<file path="src/rtl/ascii_to_binary.sv">
// Decodes a character stream of the form [sign] digits terminator into a signed
// BIN_WIDTH-bit value with saturation and an error flag, one character per handshake.
module ascii_to_binary #(
    parameter int BIN_WIDTH  = 12,
    parameter int MAX_DIGITS = 4,
    parameter int ACC_WIDTH  = BIN_WIDTH + 4
) (
    input  logic                 clk,
    input  logic                 reset,
    input  logic                 enable,
    input  logic                 char_valid,
    input  logic [7:0]           char_in,
    output logic                 char_ready,
    output logic [BIN_WIDTH-1:0] bin_out,
    output logic                 is_negative,
    output logic                 error,
    output logic                 valid
);

    localparam int CNT_W = $clog2(MAX_DIGITS + 1);

    localparam logic [ACC_WIDTH-1:0] LIM_POS = ACC_WIDTH'((1 << (BIN_WIDTH - 1)) - 1);
    localparam logic [ACC_WIDTH-1:0] LIM_NEG = ACC_WIDTH'(1 << (BIN_WIDTH - 1));
    localparam logic [BIN_WIDTH-1:0] SAT_POS = {1'b0, {(BIN_WIDTH - 1){1'b1}}};
    localparam logic [BIN_WIDTH-1:0] SAT_NEG = {1'b1, {(BIN_WIDTH - 1){1'b0}}};
    localparam logic [BIN_WIDTH-1:0] ZERO_B  = {BIN_WIDTH{1'b0}};
    localparam logic [ACC_WIDTH-1:0] ZERO_A  = {ACC_WIDTH{1'b0}};

    typedef enum logic [2:0] {
        S_IDLE   = 3'd0,
        S_SIGNED = 3'd1,
        S_DIGITS = 3'd2,
        S_ERR    = 3'd3,
        S_FINISH = 3'd4,
        S_OUT    = 3'd5
    } state_t;

    state_t                 r_state;
    state_t                 w_state_nxt;
    logic [ACC_WIDTH-1:0]   r_acc;
    logic [ACC_WIDTH-1:0]   w_acc_nxt;
    logic [CNT_W-1:0]       r_count;
    logic [CNT_W-1:0]       w_count_nxt;
    logic                   r_neg;
    logic                   w_neg_nxt;
    logic                   r_err_flag;
    logic                   w_err_nxt;
    logic                   r_rdy;
    logic [BIN_WIDTH-1:0]   r_res;
    logic                   r_res_neg;
    logic                   r_res_err;
    logic [BIN_WIDTH-1:0]   w_res;
    logic                   w_res_neg;
    logic                   w_res_err;

    logic                   w_is_digit;
    logic                   w_is_sign;
    logic                   w_is_term;
    logic                   w_accept;
    logic [ACC_WIDTH-1:0]   w_digit;
    logic [ACC_WIDTH-1:0]   w_acc_x10;
    logic [BIN_WIDTH-1:0]   w_mag;

    assign w_is_digit = (char_in >= 8'h30) && (char_in <= 8'h39);
    assign w_is_sign  = (char_in == 8'h2D) || (char_in == 8'h2B);
    assign w_is_term  = (char_in == 8'h0D) || (char_in == 8'h0A) || (char_in == 8'h20);
    assign char_ready = enable & r_rdy;
    assign w_accept   = enable & char_valid & char_ready;
    assign w_digit    = {{(ACC_WIDTH - 4){1'b0}}, char_in[3:0]};
    assign w_acc_x10  = {r_acc[ACC_WIDTH-4:0], 3'b000} + {r_acc[ACC_WIDTH-2:0], 1'b0};
    assign w_mag      = r_acc[BIN_WIDTH-1:0];

    // Next-state and datapath update for the parser FSM
    always_comb begin
        w_state_nxt = r_state;
        w_acc_nxt   = r_acc;
        w_count_nxt = r_count;
        w_neg_nxt   = r_neg;
        w_err_nxt   = r_err_flag;
        case (r_state)
            S_IDLE: begin
                if (!w_accept || w_is_term) begin
                    w_state_nxt = r_state;
                end else if (w_is_sign) begin
                    w_neg_nxt   = (char_in == 8'h2D);
                    w_state_nxt = S_SIGNED;
                end else if (w_is_digit) begin
                    w_acc_nxt   = w_digit;
                    w_count_nxt = CNT_W'(1);
                    w_state_nxt = S_DIGITS;
                end else begin
                    w_state_nxt = S_ERR;
                end
            end
            S_SIGNED: begin
                if (!w_accept) begin
                    w_state_nxt = r_state;
                end else if (w_is_digit) begin
                    w_acc_nxt   = w_digit;
                    w_count_nxt = CNT_W'(1);
                    w_state_nxt = S_DIGITS;
                end else if (w_is_term) begin
                    w_err_nxt   = 1'b1;
                    w_state_nxt = S_FINISH;
                end else begin
                    w_state_nxt = S_ERR;
                end
            end
            S_DIGITS: begin
                if (!w_accept) begin
                    w_state_nxt = r_state;
                end else if (w_is_digit && (r_count < CNT_W'(MAX_DIGITS))) begin
                    w_acc_nxt   = w_acc_x10 + w_digit;
                    w_count_nxt = r_count + CNT_W'(1);
                end else if (w_is_term) begin
                    w_state_nxt = S_FINISH;
                end else begin
                    w_state_nxt = S_ERR;
                end
            end
            S_ERR: begin
                if (w_accept && w_is_term) begin
                    w_err_nxt   = 1'b1;
                    w_state_nxt = S_FINISH;
                end else begin
                    w_state_nxt = r_state;
                end
            end
            S_FINISH: begin
                if (enable) begin
                    w_state_nxt = S_OUT;
                end else begin
                    w_state_nxt = r_state;
                end
            end
            S_OUT: begin
                if (enable) begin
                    w_acc_nxt   = ZERO_A;
                    w_count_nxt = {CNT_W{1'b0}};
                    w_neg_nxt   = 1'b0;
                    w_err_nxt   = 1'b0;
                    w_state_nxt = S_IDLE;
                end else begin
                    w_state_nxt = r_state;
                end
            end
            default: begin
                w_state_nxt = S_IDLE;
            end
        endcase
    end

    // Range check and two's-complement conversion of the accumulated magnitude
    always_comb begin
        w_res     = ZERO_B;
        w_res_neg = 1'b0;
        w_res_err = 1'b0;
        if (r_err_flag) begin
            w_res_err = 1'b1;
        end else if (r_neg && (r_acc > LIM_NEG)) begin
            w_res     = SAT_NEG;
            w_res_err = 1'b1;
        end else if (!r_neg && (r_acc > LIM_POS)) begin
            w_res     = SAT_POS;
            w_res_err = 1'b1;
        end else begin
            w_res     = r_neg ? (ZERO_B - w_mag) : w_mag;
            w_res_neg = r_neg && (w_mag != ZERO_B);
        end
    end

    // State, accumulator and output registers
    always_ff @(posedge clk or negedge reset) begin
        if (!reset) begin
            r_state     <= S_IDLE;
            r_acc       <= ZERO_A;
            r_count     <= {CNT_W{1'b0}};
            r_neg       <= 1'b0;
            r_err_flag  <= 1'b0;
            r_rdy       <= 1'b0;
            r_res       <= ZERO_B;
            r_res_neg   <= 1'b0;
            r_res_err   <= 1'b0;
            bin_out     <= ZERO_B;
            is_negative <= 1'b0;
            error       <= 1'b0;
            valid       <= 1'b0;
        end else begin
            r_state    <= w_state_nxt;
            r_acc      <= w_acc_nxt;
            r_count    <= w_count_nxt;
            r_neg      <= w_neg_nxt;
            r_err_flag <= w_err_nxt;
            r_rdy      <= (w_state_nxt != S_FINISH) && (w_state_nxt != S_OUT);
            if (enable && (r_state == S_FINISH)) begin
                r_res     <= w_res;
                r_res_neg <= w_res_neg;
                r_res_err <= w_res_err;
            end
            if (enable && (r_state == S_OUT)) begin
                bin_out     <= r_res;
                is_negative <= r_res_neg;
                error       <= r_res_err;
                valid       <= 1'b1;
            end else begin
                valid       <= 1'b0;
            end
        end
    end

endmodule
</file>
<file path="config.mk">
export PLATFORM = sky130hd
export DESIGN_NAME = ascii_to_binary
export DESIGN_NICKNAME = d
export VERILOG_FILES = /design/src/rtl/ascii_to_binary.sv
export SDC_FILE = /design/constraint.sdc
export NUM_CORES = 1
export LEC_CHECK = 0
export BUFFER_PORTS_ARGS = -buffer_cell sky130_fd_sc_hd__clkbuf_2
export CAP_MARGIN = 20
export CORE_UTILIZATION = 65
export CTS_BUF_LIST = sky130_fd_sc_hd__clkbuf_4
export DETAILED_ROUTE_END_ITERATION = 8
export PLACE_DENSITY = 0.85
export SLEW_MARGIN = 25
export SYNTH_ARGS = -nofsm -noshare
export SYNTH_HDL_FRONTEND = slang
export SYNTH_SLANG_ARGS = --single-unit
</file>
<file path="constraint.sdc">
create_clock -name clk -period 4.85 [get_ports clk]
set_input_delay 0 -clock clk [delete_from_list [all_inputs] [get_ports clk]]
set_output_delay 0 -clock clk [all_outputs]
set_load 0.02 [all_outputs]
</file>
# Word level (Yosys, flattened, before mapping)
# Index checks and enable logic that the tools add are counted.
[totals]
word_cells = 118
inputBits = 12
regBits = 54
out_inout_bits = 16
[classes]
mux = 48
n_addsub = 4
bitwise_logic = 3
magnitude_cmp = 5
n_eq_ne = 22
reduce_logical = 23
[ops]
columns = ["operator", "n"]
rows = [
  ["2-to-1 mux 16 bit", 7],
  ["case mux 16 bit (4 select lines)", 1],
  ["2-to-1 mux 12 bit", 4],
  ["2-to-1 mux 3 bit", 16],
  ["equality test 8 x 6 -> 1 bit, second input constant", 3],
  ["!= test 2 bit, second input constant", 10],
  ["case mux 3 bit (6 select lines)", 1],
  ["adder 16 bit", 1],
  ["adder 16 x 4 -> 16 bit", 1],
  ["equality test 8 x 4 -> 1 bit, second input constant", 2],
  ["greater-than comparator 16 x 11 -> 1 bit, second input constant", 1],
  ["greater-than comparator 16 x 12 -> 1 bit, second input constant", 1],
  ["2-to-1 mux 1 bit", 15],
  ["case mux 3 bit (4 select lines)", 1],
  ["nonzero test 12 bit", 1],
  ["subtractor 1 x 12 -> 12 bit, first input constant", 1],
  ["logical AND 1 bit", 9],
  [">= comparator 8 x 6 -> 1 bit, second input constant", 1],
  ["<= comparator 8 x 6 -> 1 bit, second input constant", 1],
  ["AND reduction 7 bit", 1],
  ["equality test 3 x 2 -> 1 bit, second input constant", 2],
  ["equality test 3 bit, second input constant", 2],
  ["!= test 3 bit, second input constant", 2],
  ["AND reduction 6 bit", 1],
  ["other kinds (14)", 20],
]

# Longest topological paths before layout
[logic_depth]
word_depth = 9
ltp_mapped = 8
ltp_nobuf = 8

# Worst setup path before layout
# Ideal clock, no wire load.
[synth_timing]
kind = "register to register"
start = "reg r_acc[0]"
end = "reg r_acc[14]"
synth_period_minus_slack_ps = 2563
stages_incl_launch_ff = 8
arrival_ps = 2439
slack_ps = 2287
n_path_buf = 0
required_ps = 4726
cell_sequence = "dfrtp_1 fa_1 fa_1 a211oi_1 nor4b_1 nor3_1 nor4b_1 a211o_1"
[synth_between]
elab_chain_len = 5
[synth_rtl]
columns = ["item", "line", "rtl"]
rows = [
  ["start, declared", "40", "logic [ACC_WIDTH-1:0] r_acc;"],
  ["start signal, assigned", "190", "r_acc <= w_acc_nxt;"],
  ["adder 16 bit", "70", "assign w_acc_x10 = {r_acc[ACC_WIDTH-4:0], 3'b000} + {r_acc[ACC_WIDTH-2:0], 1'b0};"],
  ["adder 16 x 4 -> 16 bit", "113", "w_acc_nxt = w_acc_x10 + w_digit;"],
  ["2-to-1 mux 16 bit", "112", "end else if (w_is_digit && (r_count < CNT_W'(MAX_DIGITS))) begin"],
  ["2-to-1 mux 16 bit", "110", "if (!w_accept) begin"],
  ["case mux 16 bit (4 select lines)", "80", "case (r_state)"],
]
# Every way passes these cells. The select of a mux whose other input is x is not followed.
# A chain may end at the register's enable or synchronous reset.

# Worst setup path in the final report
[layout_timing]
start = "reg r_acc[2]"
end = "reg r_acc[14]"
# The elaborated chain is that of the path after synthesis.

==> reports/qor.yml <==
outcome: "completed"
syn_area_sq_um: 3510
worst_pin_slew_ps: 744
design_area_sq_um: 3770
hold_ws_ps: 25.3
drc: 0
whs_path_depth: 3
setup_viol_count_final: 0
drive_gt1_share_pct: 16.6
die_h_um: 75.4
synth_top_cell_by_area: "dfrtp_1"
timing_hold_violations_final: 0
min_period_ps: 2940
clkLatencyLatePin_ps: 400
grtUsageTotal_pct: 28.7
yosys-top-cells-count: "dfrtp_1 (54), nand2_1 (36), ha_1 (28)"
grt_pass1_wl_um: 12200
root_buffer: "clkbuf_4"
cp_max_fo: 9
regToRegSetupSlack_ps: 1910
p_per_area_nw_per_um2: 270
synth_flop_cell: "dfrtp_1"
crit_family: "adder cells"
dieArea_sq_um: 5690
instances_no_fill: 456
grt_pass1_vias: 2650
yosysWarningCount: 0
post_dp_cell_area_sq_um: 3670
fin_ws_ps: 1910
synth_enable_flop_cells: 0
rows: 26
postRouteAntennaNets: 0
diodes: 0
cap_violations: 0
post-dp-hpwl_um: 5470
critPathArrivalTime_ps: 3230
mappedNetlistNets: 400
critPathMaxStageDelay_ps: 550
drt_iter0_drc: 137
postLayoutCoreUtil_pct: 73.3
cts_tree: "yes"
switchingPower_uw: 358
synth.most_common_cell: "dfrtp_1"
clock_sinks: 54
fin_crit_sh_pct: 60.6
die_x_um: 75.4
viasPerCell: 6.29
fin_tns_setup_ps: 0
holdPathEnd: "r_state[0]$_DFF_PN0_"
slew_viol_final: 0
grt_max_degree: 55
grt_setup_unrepaired: "no"
p_comb_share_pct: 29.3
timing.slew.headroom_pct: 50.4
path_class: "reg -> reg"
worstHoldPathType: "in -> reg"
synth_area_leaders: "dfrtp_1 (39%), ha_1 (10%), mux2_2 (5.5%), nand2_1 (3.9%), a21oi_1 (2.9%)"
ios: 28
initial_core_util_pct: 68.2
synth.top_cell.area_share_pct: 38.5
timing.fmax_mhz: 340
clkTransAtPathRegs_ps: 170
start_kind: "flip-flop"
ir_drop_mv: 0.152
p_clk_share_pct: 20.6
drt_pre_antenna_iters: 4
regToRegEndpoint: "r_acc[14]$_DFFE_PN0P_"
hold_start: "enable"
ys_seq_area_share_pct: 38.5
clock_skew_ps: 16.6
crit_buf_inv: 0
cts_resized: 0
r2r.worst_path.cells: 7
worstSetupPathDepth: 7
pre_cts_ws_ps: 2010
area_delta_synth_final_pct: 7.49
seqPwrFrac_pct: 50.2
async_reset_ff_share_pct: 100
htreeDepth: 2
antenna_found_initial: 0
numCtsBuffers: 5
grt-ovfl-total: 0
via_count: 2867
crit_slowest_cell: "dfrtp_1"
r2r_start: "r_acc[2]$_DFFE_PN0P_"
p_int_uw: 659
worstPathRequired_ps: 5140
cp-end-kind: "flip-flop"
ys_ff_latch: 54
crit_chain: "fa_1 > fa_1 > a211oi_1 > nor4b_1 > nor3_1 > nor4b_1 > a211o_1"
ys_types: 61
clock_path_buffers: 2
place.gp.congestion: 0.966
postSynthAreaPerCell_sq_um: 9.79
io_buffers: 27
core_sq_um: 5140
finalPower_mw: 1.02
switching_share_pct: 35.2
routedWlPerCell_um: 16.7
finalWirelength_um: 7620
dp_cells: 444
synthCells: 358
p_leak_nw: 1.84
layout.nets: 427
-- worst max path at each step --
stage	from	to	slack (ps)
2_1_floorplan	r_acc[0]$_DFFE_PN0P_	r_acc[14]$_DFFE_PN0P_	2290
4_1_cts	r_acc[2]$_DFFE_PN0P_	r_acc[14]$_DFFE_PN0P_	1920
6_report	r_acc[2]$_DFFE_PN0P_	r_acc[14]$_DFFE_PN0P_	1910
3_5_place_dp	r_acc[0]$_DFFE_PN0P_	r_acc[14]$_DFFE_PN0P_	2010
5_1_grt	r_acc[2]$_DFFE_PN0P_	r_acc[14]$_DFFE_PN0P_	1790
3_3_place_gp	r_acc[2]$_DFFE_PN0P_	r_acc[14]$_DFFE_PN0P_	2090
-- cells in the final DEF, fill, tap and decap left out, drive strengths merged, types with 4 or more instances in the layout --
master / instances
a211o: 4
nor2: 19
a22o: 11
or3: 5
a21o: 6
o22ai: 6
or2: 4
ha: 28
a211oi: 5
mux2: 17
xor2: 4
xnor2: 9
a21oi: 20
o21ai: 29
nor3: 6
nor3b: 4
inv: 12
nand2: 36
dfrtp: 54
clkbuf: 32
o31ai: 7
nand3: 6
dlygate4sd3: 4
-- layout make-up --
type	count	area, sq um
Inverter	11	41.3
Timing Repair Buffer	33	190
Clock inverter	3	20.0
Sequential cell	54	1350
Fill cell	397	1370
Tap cell	70	87.6
Clock buffer	5	37.5
Multi-Input combinational cell	280	2040
-- routing by layer --
metal	routed length (um)	track usage, %	up-vias	part of all wire (%)
li1	-	-	1405	-
met1	3470	37.1	1387	46
met2	3810	49.0	56	50
met3	164	3.44	19	2.2
met4	171	11.5	0	2.2
met5	0	0	-	0
-- power groups by stage --
stage	registers [mW]	logic [mW]	clock network, mW
floorplan	0.506	0.222	0
global placement	0.513	0.280	0
detailed placement	0.518	0.289	0
CTS	0.509	0.295	0.212
global route	0.515	0.338	0.229
finish	0.510	0.297	0.209
-- timing repair --
item	CTS	global route
hold buffers	4	0
hold endpoints to repair	56	0
buffers inserted	0	0
-- tightest hold or removal path, stage by stage --
cell and delay, ps:
clkbuf_2 160, xor2_1 80, a22o_1 170
-- registers in the layout, indices dropped and copies added (netlist names) --
name         count
bin_out         12
r_err_flag       1
error            1
r_res_neg        1
r_res_err        1
is_negative      1
r_count          3
r_state          3
r_acc           16
valid            1
r_res           12
r_rdy            1
r_neg            1
-- logic make-up after synthesis --
kind of cell             share of synthesized area (%)
AO/OA/AOI/OAI                                     21.5
XOR/XNOR                                          3.25
adder cells (fa/ha/maj)                           11.1
multiplexers                                      6.32
flip-flops                                        38.5
buffers and inverters                             3.25
AND/OR/NAND/NOR                                   16.0
No activity file was read; power rests on OpenSTA's default activity.
